**src/rtl/csmulti_arbiter.sv**
```systemverilog
// csmulti_arbiter: round-robin sharing of one 8x8 carry-save multiplier among
// NUM_REQ requesters. Operands are registered and held for SETTLE_CYCLES so
// the multiplier can be timed as a multicycle path; the registered product is
// returned with the owning requester's ID over a valid/ready channel.

// Combinational 8x8 unsigned multiplier: carry-save reduction of the partial
// products followed by a single carry-propagate add.
module csmulti_fullbasecell (
  input  logic [7:0]  a,
  input  logic [7:0]  b,
  output logic [15:0] product
);

  logic [15:0] sum_v;
  logic [15:0] carry_v;
  logic [15:0] pp;
  logic [15:0] t;

  // Fold each partial product into the sum/carry pair with a 3:2 compressor row
  always_comb begin
    pp      = '0;
    t       = '0;
    sum_v   = {8'b0, a & {8{b[0]}}};
    carry_v = '0;
    for (int i = 1; i < 8; i++) begin
      pp      = {8'b0, a & {8{b[i]}}} << i;
      t       = sum_v ^ carry_v ^ pp;
      carry_v = ((sum_v & carry_v) | (sum_v & pp) | (carry_v & pp)) << 1;
      sum_v   = t;
    end
    product = sum_v + carry_v;
  end

endmodule

module csmulti_arbiter #(
  parameter  int NUM_REQ       = 4,
  parameter  int SETTLE_CYCLES = 2,
  localparam int IDW           = $clog2(NUM_REQ)
) (
  input  logic                 clk,
  input  logic                 rst,
  input  logic [NUM_REQ-1:0]   req_valid,
  output logic [NUM_REQ-1:0]   req_ready,
  input  logic [8*NUM_REQ-1:0] req_a,
  input  logic [8*NUM_REQ-1:0] req_b,
  output logic                 rsp_valid,
  input  logic                 rsp_ready,
  output logic [IDW-1:0]       rsp_id,
  output logic [15:0]          rsp_product,
  output logic                 busy
);

  // Counter only needs to reach SETTLE_CYCLES-1
  localparam int              CW       = (SETTLE_CYCLES > 1) ? $clog2(SETTLE_CYCLES) : 1;
  localparam logic [CW-1:0]   CNT_LAST = CW'(SETTLE_CYCLES - 1);
  localparam logic [IDW-1:0]  PTR_INIT = IDW'(NUM_REQ - 1);

  typedef enum logic [1:0] {
    S_IDLE,
    S_SETTLE,
    S_RESP
  } state_t;

  state_t          state;
  logic [IDW-1:0]  rr_ptr;
  logic [IDW-1:0]  op_id;
  logic [7:0]      op_a;
  logic [7:0]      op_b;
  logic [CW-1:0]   cnt;
  logic [15:0]     mul_product;

  logic            grant_found;
  logic [IDW-1:0]  grant_idx;
  logic [7:0]      grant_a;
  logic [7:0]      grant_b;
  logic [IDW-1:0]  idx_t;
  int              idx_w;
  logic            accept;

  csmulti_fullbasecell u_mul (
    .a       (op_a),
    .b       (op_b),
    .product (mul_product)
  );

  // Round-robin search starting just after the last grant; walking the
  // offsets downward lets the nearest valid requester win
  always_comb begin
    grant_found = 1'b0;
    grant_idx   = '0;
    grant_a     = '0;
    grant_b     = '0;
    idx_w       = 0;
    idx_t       = '0;
    for (int k = NUM_REQ; k >= 1; k--) begin
      idx_w = (int'(rr_ptr) + k) % NUM_REQ;
      idx_t = IDW'(idx_w);
      if (req_valid[idx_t]) begin
        grant_found = 1'b1;
        grant_idx   = idx_t;
        grant_a     = req_a[{idx_t, 3'b000} +: 8];
        grant_b     = req_b[{idx_t, 3'b000} +: 8];
      end
    end
  end

  // Handshake toward requesters: only the winner, only while idle
  always_comb begin
    req_ready = '0;
    if (state == S_IDLE && grant_found) begin
      req_ready[grant_idx] = 1'b1;
    end
  end

  assign accept = (state == S_IDLE) && grant_found;
  assign busy   = (state != S_IDLE);

  // Operation sequencer: accept, hold operands while the product settles, respond
  always_ff @(posedge clk or posedge rst) begin
    if (rst) begin
      state       <= S_IDLE;
      rr_ptr      <= PTR_INIT;
      op_id       <= '0;
      op_a        <= '0;
      op_b        <= '0;
      cnt         <= '0;
      rsp_valid   <= 1'b0;
      rsp_id      <= '0;
      rsp_product <= '0;
    end else begin
      case (state)
        S_IDLE: begin
          if (accept) begin
            op_a   <= grant_a;
            op_b   <= grant_b;
            op_id  <= grant_idx;
            rr_ptr <= grant_idx;
            cnt    <= '0;
            state  <= S_SETTLE;
          end
        end
        S_SETTLE: begin
          cnt <= cnt + CW'(1);
          if (cnt == CNT_LAST) begin
            rsp_product <= mul_product;
            rsp_id      <= op_id;
            rsp_valid   <= 1'b1;
            state       <= S_RESP;
          end
        end
        S_RESP: begin
          if (rsp_ready) begin
            rsp_valid <= 1'b0;
            state     <= S_IDLE;
          end
        end
        default: begin
          state     <= S_IDLE;
          rsp_valid <= 1'b0;
        end
      endcase
    end
  end

endmodule

```
**config.mk**
```make
export PLATFORM = sky130hd
export DESIGN_NAME = csmulti_arbiter
export DESIGN_NICKNAME = d
export VERILOG_FILES = /design/src/rtl/csmulti_arbiter.sv
export SDC_FILE = /design/constraint.sdc
export NUM_CORES = 1
export LEC_CHECK = 0
export CAP_MARGIN = 20
export CORE_ASPECT_RATIO = 0.7
export CORE_MARGIN = 2
export CORE_UTILIZATION = 55
export DETAILED_ROUTE_END_ITERATION = 12
export MAX_ROUTING_LAYER = met4
export PLACE_DENSITY = 0.81
export SLEW_MARGIN = 20
export SYNTH_ARGS = -nofsm -noshare
export SYNTH_HDL_FRONTEND = slang
export SYNTH_SLANG_ARGS = --single-unit
```
**constraint.sdc**
```tcl
create_clock -name clk -period 6.7 [get_ports clk]
set_input_delay 1.675 -clock clk [delete_from_list [all_inputs] [get_ports clk]]
set_output_delay 1.675 -clock clk [all_outputs]
set_load 0.05 [all_outputs]
```
Yosys cells after proc, flatten, opt, wreduce, memory -nomap -nowiden. Index checks and enable logic that the tools add are counted.

Register bits: 42. Output and inout port bits: 24.

Shift-type cells: 8. Bitwise gates (word level): 53. Equal/unequal tests: 5. Muxes and demuxes: 36. Order comparisons: 6. Reductions and logical operators: 10. $add $sub $neg: 6.

Operator list (count): variable part select 32 x 6 -> 8 bit (8); OR 15 bit (12); bitwise AND 15 bit (8); XOR 16 bit (6); bitwise AND 8 bit (8); two-way mux 8 bit (8); bitwise AND 15 x 10 -> 15 bit (2); bitwise AND 15 x 11 -> 15 bit (2); bitwise AND 15 x 12 -> 15 bit (2); bitwise AND 15 x 13 -> 15 bit (2); bitwise AND 15 x 14 -> 15 bit (2); adder 16 bit (1); XOR 16 x 10 -> 16 bit (1); XOR 16 x 11 -> 16 bit (1); XOR 16 x 12 -> 16 bit (1); XOR 16 x 13 -> 16 bit (1); XOR 16 x 14 -> 16 bit (1); XOR 16 x 15 -> 16 bit (1); less-than comparator 2 x 3 -> 1 bit, second input constant (5); two-way mux 2 bit (7); two-way mux 1 bit (12); bitwise AND 8 x 9 -> 9 bit (1); XOR 8 x 9 -> 9 bit (1); binary-select mux 1 bit (select 2 bit) (4); 18 further kinds (27).

Logic depth before layout (Yosys ltp). Gate-level depths: netlist (run 1).

Depth after elaboration: 21. Gate-level depth with buffers: 20. Depth with buffers taken out: 19.

Hierarchy. A second synthesis (run 1) with hierarchy kept.

Cells, all modules: 540. Area total of the unflattened synthesis: 5661.7 sq um.

By module, submodules not included: csmulti_arbiter (times used 1, area an instance 4037.6 sq um, cells each 357, sequential area each 1053.5 sq um); csmulti_fullbasecell (times used 1, area an instance 1624.1 sq um, cells each 183, sequential area each 0.0 sq um).

Worst setup path after synthesis (run 1). No wires, ideal clock.

Path type: reg-to-reg. Start: reg op_a[6]. End: reg rsp_product[14]. Cell stages (with the launch flop): 21. Data arrival time: 5164 ps. Setup slack: 1441 ps. Data required time: 6605 ps. Clock period less this slack: 5259 ps. Setup time: 95 ps. Cell sequence: dfrtp_1 clkbuf_1 and2_1 ha_1 inv_1 fa_1 fa_1 fa_1 fa_1 fa_1 fa_1 inv_1 ha_1 inv_1 fa_1 nor2b_1 o21ai_0 a21oi_1 o21ai_0 and3_1 o31ai_1.

Word-level cells in the longest chain between the ends: 21. Elaborated cells between the ends (all ways): 53. Classes of those cells: add/sub (1); bitwise (52).

RTL lines: from (decl) (RTL line 68) `logic [7:0] op_a;`; from (signal assigned) (RTL line 135) `op_a <= grant_a;`; bitwise AND 8 bit (on tied branches) (RTL line 23, 26); XOR 8 x 9 -> 9 bit / bitwise AND 8 x 9 -> 9 bit (equally long branches) (RTL line 27, 28); bitwise AND 15 bit / bitwise AND 15 x 10 -> 15 bit (equally long branches) (RTL line 28) `carry_v = ((sum_v & carry_v) | (sum_v & pp) | (carry_v & pp)) << 1;`; OR 15 bit (2 in series) (RTL line 28); bitwise AND 15 bit (RTL line 28); OR 15 bit (2 in series) (RTL line 28); bitwise AND 15 bit (RTL line 28); OR 15 bit (2 in series) (RTL line 28); bitwise AND 15 bit (RTL line 28); OR 15 bit (2 in series) (RTL line 28); bitwise AND 15 bit (RTL line 28); OR 15 bit (2 in series) (RTL line 28); bitwise AND 15 bit (RTL line 28); OR 15 bit (2 in series) (RTL line 28); adder 16 bit * (RTL line 31) `product = sum_v + carry_v;`; to (signal assigned) (RTL line 146) `rsp_product <= mul_product;`; to (decl) (RTL line 50) `output logic [15:0] rsp_product,`.

Every way passes the cells marked *; elsewhere a longest branch is shown, timed or not. A chain may end at the register's enable or synchronous reset.

Final worst setup path (run 1).
Start: in req_valid[1]. End: out req_ready[0].

Word-level cells in the longest chain between the ends: 11. Elaborated cells between the ends (all ways): 23. Classes of those cells: order compare (2); mux (19); reduce/logical (2).

RTL lines: from (decl) (RTL line 43) `input logic [NUM_REQ-1:0] req_valid,`; binary-select mux 1 bit (select 2 bit) (RTL line 99) `if (req_valid[idx_t]) begin`; two-way mux 1 bit (implied by the code) (RTL line 99); two-way mux 2 bit (4 in series) (RTL line 99); less-than comparator 2 x 3 -> 1 bit (implied by the code) / >= comparator 2 x 1 -> 1 bit (equally long branches) (RTL line 112) `req_ready[grant_idx] = 1'b1;`; logical AND 1 bit (implied by the code) (RTL line 112); two-way mux 1 bit (implied by the code) (RTL line 112); demux 1 bit (select 2 bit) (RTL line 112); two-way mux 4 bit * (RTL line 111) `if (state == S_IDLE && grant_found) begin`; to (decl) (RTL line 44) `output logic [NUM_REQ-1:0] req_ready,`.

Every way passes the cells marked *; elsewhere a longest branch is shown, timed or not. The select of a mux whose other input is x is not followed.

==> summary.md, run 1 <==
| Metric | Value |
|---|---|
| Status | `finished, final reports clean` |
| Post-DRT Antenna Nets | `0` |
| Layout Skew | `0.005412 ns` |
| Syn_nets | `739` |
| CTS tree | `done` |
| Simple-Gate Fraction of Synth Area | `15.76%` |
| TritonCTS Sinks | `42` |
| Std cell rows | `30` |
| Io pins | `95` |
| Slew @ Worst Pin | `1.042 ns` |
| Share of cells above drive strength 1 | `11.14%` |
| Area growth, synth to finish | `18.15%` |
| RSZ-0062 raised after global routing | `no` |
| CTS root buf | `clkbuf_16` |
| # Post-CTS Setup Buffers | `0` |
| Gr ovfl total | `0` |
| Max Slew Vio Count | `0` |
| Non-Filler Instances | `approximately 800` |
| Global-route wire length before repair | `24260 um` |
| Clk pin slew, worst setup/hold paths | `0.06 ns` |
| Core area | `9797 um^2` |
| Post-DP Area | `6434 um^2` |
| Total Die Area | `11010 um^2` |
| Largest family of logic cells by synthesized area | `compound AO/OA/AOI/OAI gates` |
| Inst Count DP | `784` |
| Crit path kind | `in2out` |
| Max_slew headroom | `30.41%` |
| Horiz. Die Dim | `between 100 and 150 um` |
| Pre-Repair DR Iteration Count | `5` |
| DR DRC count | `0` |
| Vias in the first global route | `4884` |
| Port Buf Inserts | `94` |
| Clock buffer depth | `2` |
| Final HPWL DP | `roughly 11000 um` |
| Via count | `between 5000 and 6000` |
| Post-Synth Adder-Cell Area | `~19%` |
| Yosys reg bits | `42` |
| Fmax | `0.1611 GHz` |
| Ant diodes | `0` |
| Mapped Cells | `611` |
| DRT iter0 DRCs | `385` |
| Leading area contributor after synthesis | `dfrtp_1` |
| Critical Path Fanout Max | `12` |
| Top cells by area, synth | `dfrtp_1, fa_1, nand2_1` |
| Hold WC Path Type | `reg2reg` |
| DR vias/cell | `about 6.3` |
| WL/cell | `~19 um` |
| Initial Util | `57.14%` |
| Post-synth top area share | `between 15 and 20%` |
| Dominant synthesized flop cell | `dfrtp_1` |
| Initial antenna violation count | `0` |
| Count leader, synth | `nand2_1` |
| Tmin final | `approximately 6.2 ns` |
| Netlist cell types | `60` |
| Final WL | `between 10000 and 15000 um` |
| Fillers | `729` |
| Post-synth EDFFs | `0` |
| Post-synthesis xor/xnor area fraction | `0.4694%` |
| Synth Area in Compound Gates | `a little over a fifth` |
| Final Cycle Share | `92.64%` |
| Total track usage | `between 20 and 30%` |
| Post-synthesis mux area share | `17.21%` |
| Crit. End Element | `output pin` |
| Nets | `792` |
| Final hold viol count | `0` |
| Synth warn | `0` |
| Fraction of registers with async set or reset after synthesis | `100.0%` |
| Post-synth top cells | `nand2_1, fa_1, dfrtp_1` |
| Hold bufs inserted after CTS | `0` |
| Final setup fails | `0` |
| Post-synthesis sequential area ratio | `between 10% and 20%` |
| Die height | `88.41 um` |
| Worst skew pair latency | `0.29 ns` |
| Startpoint types | `input pin` |
| Max H-tree Level | `2` |
| Fin Setup TNS | `0 ns` |
| Syn avg cell area | `9.162 um^2` |
| Layout Cell Area excl Fill | `approximately 6600 um^2` |
| CTS Buf Count | `5` |
| CTS resizes | `0` |
| Largest net degree at the start of global routing | `94` |
| Critical Path AT | `around 4.5 ns` |
| Post-Synthesis Cell Area | `5598 um^2` |
| Max-cap violations | `0` |
| Gpl congestion | `0.9631` |
| Worst Path Required | `5.03 ns` |
==> worst max-delay path, stage by stage <==
cell and delay, ns:
clkdlybuf4s50_1 0.63, nor2b_1 0.27, a211oi_2 0.33, a21o_2 0.27
a21oi_1 0.15, a21oi_4 0.23, nor2b_1 0.17, clkdlybuf4s50_1 0.81
==> layer usage <==
layer | part of all wire [%] | global-route usage, % | vias to the layer above
met1 | 44 | 37.47 | 2447
met3 | 8.2 | 4.655 | 28
met5 | 0 | - | -
li1 | - | - | 2300
met4 | 1.8 | 7.150 | 0
met2 | 46 | 45.60 | 242
==> path summary, 6_finish.rpt <==
check,start,slack (ns),to,cells past startpoint
min in group asynchronous,rst,1.83,rsp_product[4],3
worst min-delay path,rsp_product[12],0.48,rsp_product[12],2
worst min register to register,rsp_product[12],0.48,rsp_product[12],2
max in group asynchronous,rst,4.49,rr_ptr[0],3
worst max-delay path,req_valid[1],0.49,req_ready[0],8
worst max register to register,op_a[7],1.07,rsp_product[14],19
==> flip-flops by register name, indices dropped and copies added, names as in the netlist <==
| name | count |
|---|---|
| cnt | 1 |
| op_a | 8 |
| op_b | 8 |
| op_id | 2 |
| rr_ptr | 2 |
| rsp_id | 2 |
| rsp_product | 16 |
| rsp_valid | 1 |
| state | 2 |
==> layout by cell type, fill, tap and decap left out, drive strengths merged, types with 3 or more instances in the layout <==
master,n
a211oi,3
a21o,4
a21oi,23
a221oi,12
a22oi,13
a311oi,5
and2,21
and3,9
buf,9
clkbuf,6
clkdlybuf4s50,92
dfrtp,40
fa,43
ha,14
inv,34
mux2,28
mux2i,28
mux4,16
nand2,99
nand2b,5
nand3,5
nand3b,4
nor2,20
nor2b,9
o211ai,24
o21ai,43
o221ai,12
o22a,12
o31ai,4
or3,6
==> cells by family (layout without fill, tap and decap cells) <==
| group | after synthesis | after routing |
|---|---|---|
| fa+ha+maj | 57 | 57 |
| flops | 42 | 42 |
| compound gates | 162 | 162 |
| xor+xnor | 3 | 3 |
| mux | 72 | 72 |
| buf+inv | 90 | 143 |
| simple gates | 185 | 185 |
==> cell type report <==
class / instances / area (um^2) / area share (%)
Multi-Input combinational cell: 479 / 4099 / 61.98
Sequential cell: 42 / 1061 / 16.04
Timing Repair Buffer: 101 / 992.2 / 15.00
Tap cell: 128 / 160.2 / 2.421
Clock buffer: 6 / 138.9 / 2.100
Inverter: 35 / 132.6 / 2.005
Clock inverter: 1 / 30.03 / 0.4540
==> per-stage QoR <==
step	worst slack [ns]	hold WS, ns	util, %
after global routing	0.3880	0.4912	67.51
after detailed placement	0.5111	0.4691	65.67
final	0.4932	0.4772	67.51
after CTS	0.5102	0.4825	67.39
after floorplan	1.441	0.4457	-
after global placement	0.6096	0.4641	65.67
Power of run 1 is not shown: default switching activity piles up to over one toggle a cycle in this logic, so the estimate is an artifact.
==> run 2, diff against run 1 <==
Settings changed: MAX_ROUTING_LAYER met4 to default.
==> run 2 against run 1 <==
Against the previous run: sequential cell count stayed put; die area is the same; via count hardly changed; fmax down 1.3%; global-route usage increased by 0.14 points; worst setup slack got worse by 0.081 ns; cell area barely moved; wire length about the same; clock skew hardly changed; critical path type unchanged.
==> summary.md, run 2 (same netlist as run 1, synthesis figures left out) <==
| Metric | Value |
|---|---|
| Status | `finished, final reports clean` |
| Max-cap violations | `0` |
| Via count | `around 5000` |
| Worst Setup SP | `req_valid[2]` |
| Worst path slowest cell | `nor2b_1` |
| Std cell rows | `30` |
| Inst Count DP | `784` |
| CTS Buf Count | `5` |
| Initial antenna violation count | `0` |
| Max stage delay on crit path | `0.84 ns` |
| Port Buf Inserts | `94` |
| Leading registers by flop count | `rsp_product (16), op_a (8), op_b (8)` |
| Gr ovfl total | `0` |
| Clk pin slew, worst setup/hold paths | `0.06 ns` |
| Largest net degree at the start of global routing | `93` |
| Layout Cell Area excl Fill | `6618 um^2` |
| Core area | `approximately 9800 um^2` |
| WL/cell | `18.67 um` |
| FF-to-FF path depth | `19` |
| Worst skew pair latency | `0.29 ns` |
| Final WL | `roughly 15000 um` |
| Tmin final | `6.287 ns` |
| Worst Path Required | `approximately 5.0 ns` |
| Fin Setup TNS | `0 ns` |
| Multi-input gate area | `4099 um^2` |
| Layout Skew | `approximately 0.0051 ns` |
| Hold WC Path Type | `reg2reg` |
| Post-DP Area | `6434 um^2` |
| Post-DRT Antenna Nets | `0` |
| Fillers | `a little under 800` |
| Crit. End Element | `output pin` |
| Die height | `around 88 um` |
| Critical Path End | `req_ready[0]` |
| Gpl congestion | `0.9315` |
| Commonest non-fill, non-tap cell in the layout | `nand2_1` |
| FF-to-FF setup slack | `1.05 ns` |
| Vias in the first global route | `5056` |
| Max H-tree Level | `2` |
| Most frequent cells in the layout | `nand2_1, clkdlybuf4s50_1, fa_1` |
| CTS root buf | `clkbuf_16` |
| Max Slew Vio Count | `0` |
| Final HPWL DP | `~11000 um` |
| CTS resizes | `0` |
| Clock buffer depth | `2` |
| Hold bufs inserted after CTS | `0` |
| DR DRC count | `0` |
| Final Cycle Share | `a little over nine tenths` |
| Fmax | `0.1591 GHz` |
| Initial Util | `57.14%` |
| R2r endpoint | `rsp_product[14]` |
| Max_slew headroom | `28.50%` |
| Io pins | `between 90 and 100` |
| Crit-path cells | `clkdlybuf4s50_1, nor2b_1, o21ai_2, o21ai_2, a21oi_4, a21oi_4, nor2b_1, clkdlybuf4s50_1` |
| Max FFs per register | `16` |
| Total Die Area | `11010 um^2` |
| # Post-CTS Setup Buffers | `0` |
| Nets | `792` |
| RSZ-0062 raised after global routing | `no` |
| Startpoint types | `input pin` |
| Slew @ Worst Pin | `1.070 ns` |
| DRT iter0 DRCs | `approximately 380` |
| Global-route wire length before repair | `25200 um` |
| Pre-Repair DR Iteration Count | `5` |
| Core Util, Final | `67.55%` |
| Seq. cell area | `roughly 1100 um^2` |
| TritonCTS Sinks | `42` |
| Non-Filler Instances | `793` |
| DR vias/cell | `6.323` |
| Crit Reg-Reg Startpoint | `op_a[7]` |
| Crit path kind | `in2out` |
| Horiz. Die Dim | `124.6 um` |
| Final hold viol count | `0` |
| Area growth, synth to finish | `18.22%` |
| Final setup fails | `0` |
| Most flop-heavy register | `rsp_product` |
| Ant diodes | `0` |
| Critical Path AT | `4.61 ns` |
| Total track usage | `28.27%` |
| Critical Path Fanout Max | `13` |
| CTS tree | `done` |
| Share of cells above drive strength 1 | `11.28%` |
-- run 2: changes by cell type in the layout (fill, tap and decap cells not counted), sizes merged --
cell    delta
clkbuf     -1
clkinv     +1
inv        +1
-- run 2: worst min-delay path by stage --
stage	startpoint	to	slack, ns	cells past startpoint
floorplan	op_id[1]	op_id[1]	0.45	1
global placement	rsp_product[11]	rsp_product[11]	0.46	2
detailed placement	rsp_product[12]	rsp_product[12]	0.47	2
CTS	rsp_product[10]	rsp_product[10]	0.49	2
global route	rsp_product[10]	rsp_product[10]	0.51	2
finish	rsp_product[10]	rsp_product[10]	0.48	2
-- run 2: routing by layer --
metal / vias up / track usage [%] / share of wire, %
met3: 30 / 5.683 / 7.5
li1: 2309 / - / -
met4: 0 / 7.763 / 1.9
met2: 220 / 47.24 / 46
met1: 2455 / 38.37 / 45
met5: - / 0 / 0
-- run 2: worst max-delay path: cells and delay by family --
family / cells / cell delay [ns]
AO/OA/AOI/OAI: 4 / 0.66
AND/OR/NAND/NOR: 2 / 0.99
buffers and inverters: 2 / 1.27
-- run 2: layout make-up --
class,instances,area share (%)
multi-input cells,479,61.94
flip-flops and latches,42,16.03
repair buffers,101,15.05
well taps,128,2.420
inverters,35,2.004
clock buffers,5,1.891
clock inverters,3,0.6618
-- run 2: stage by stage --
step | hold slack (ns) | setup WS (ns)
2_1_floorplan | 0.4457 | 1.441
3_3_place_gp | 0.4643 | 0.5233
5_1_grt | 0.5122 | 0.3235
6_report | 0.4788 | 0.4127
3_5_place_dp | 0.4683 | 0.4193
4_1_cts | 0.4863 | 0.4430
Power of run 2 is left out for the same reason.
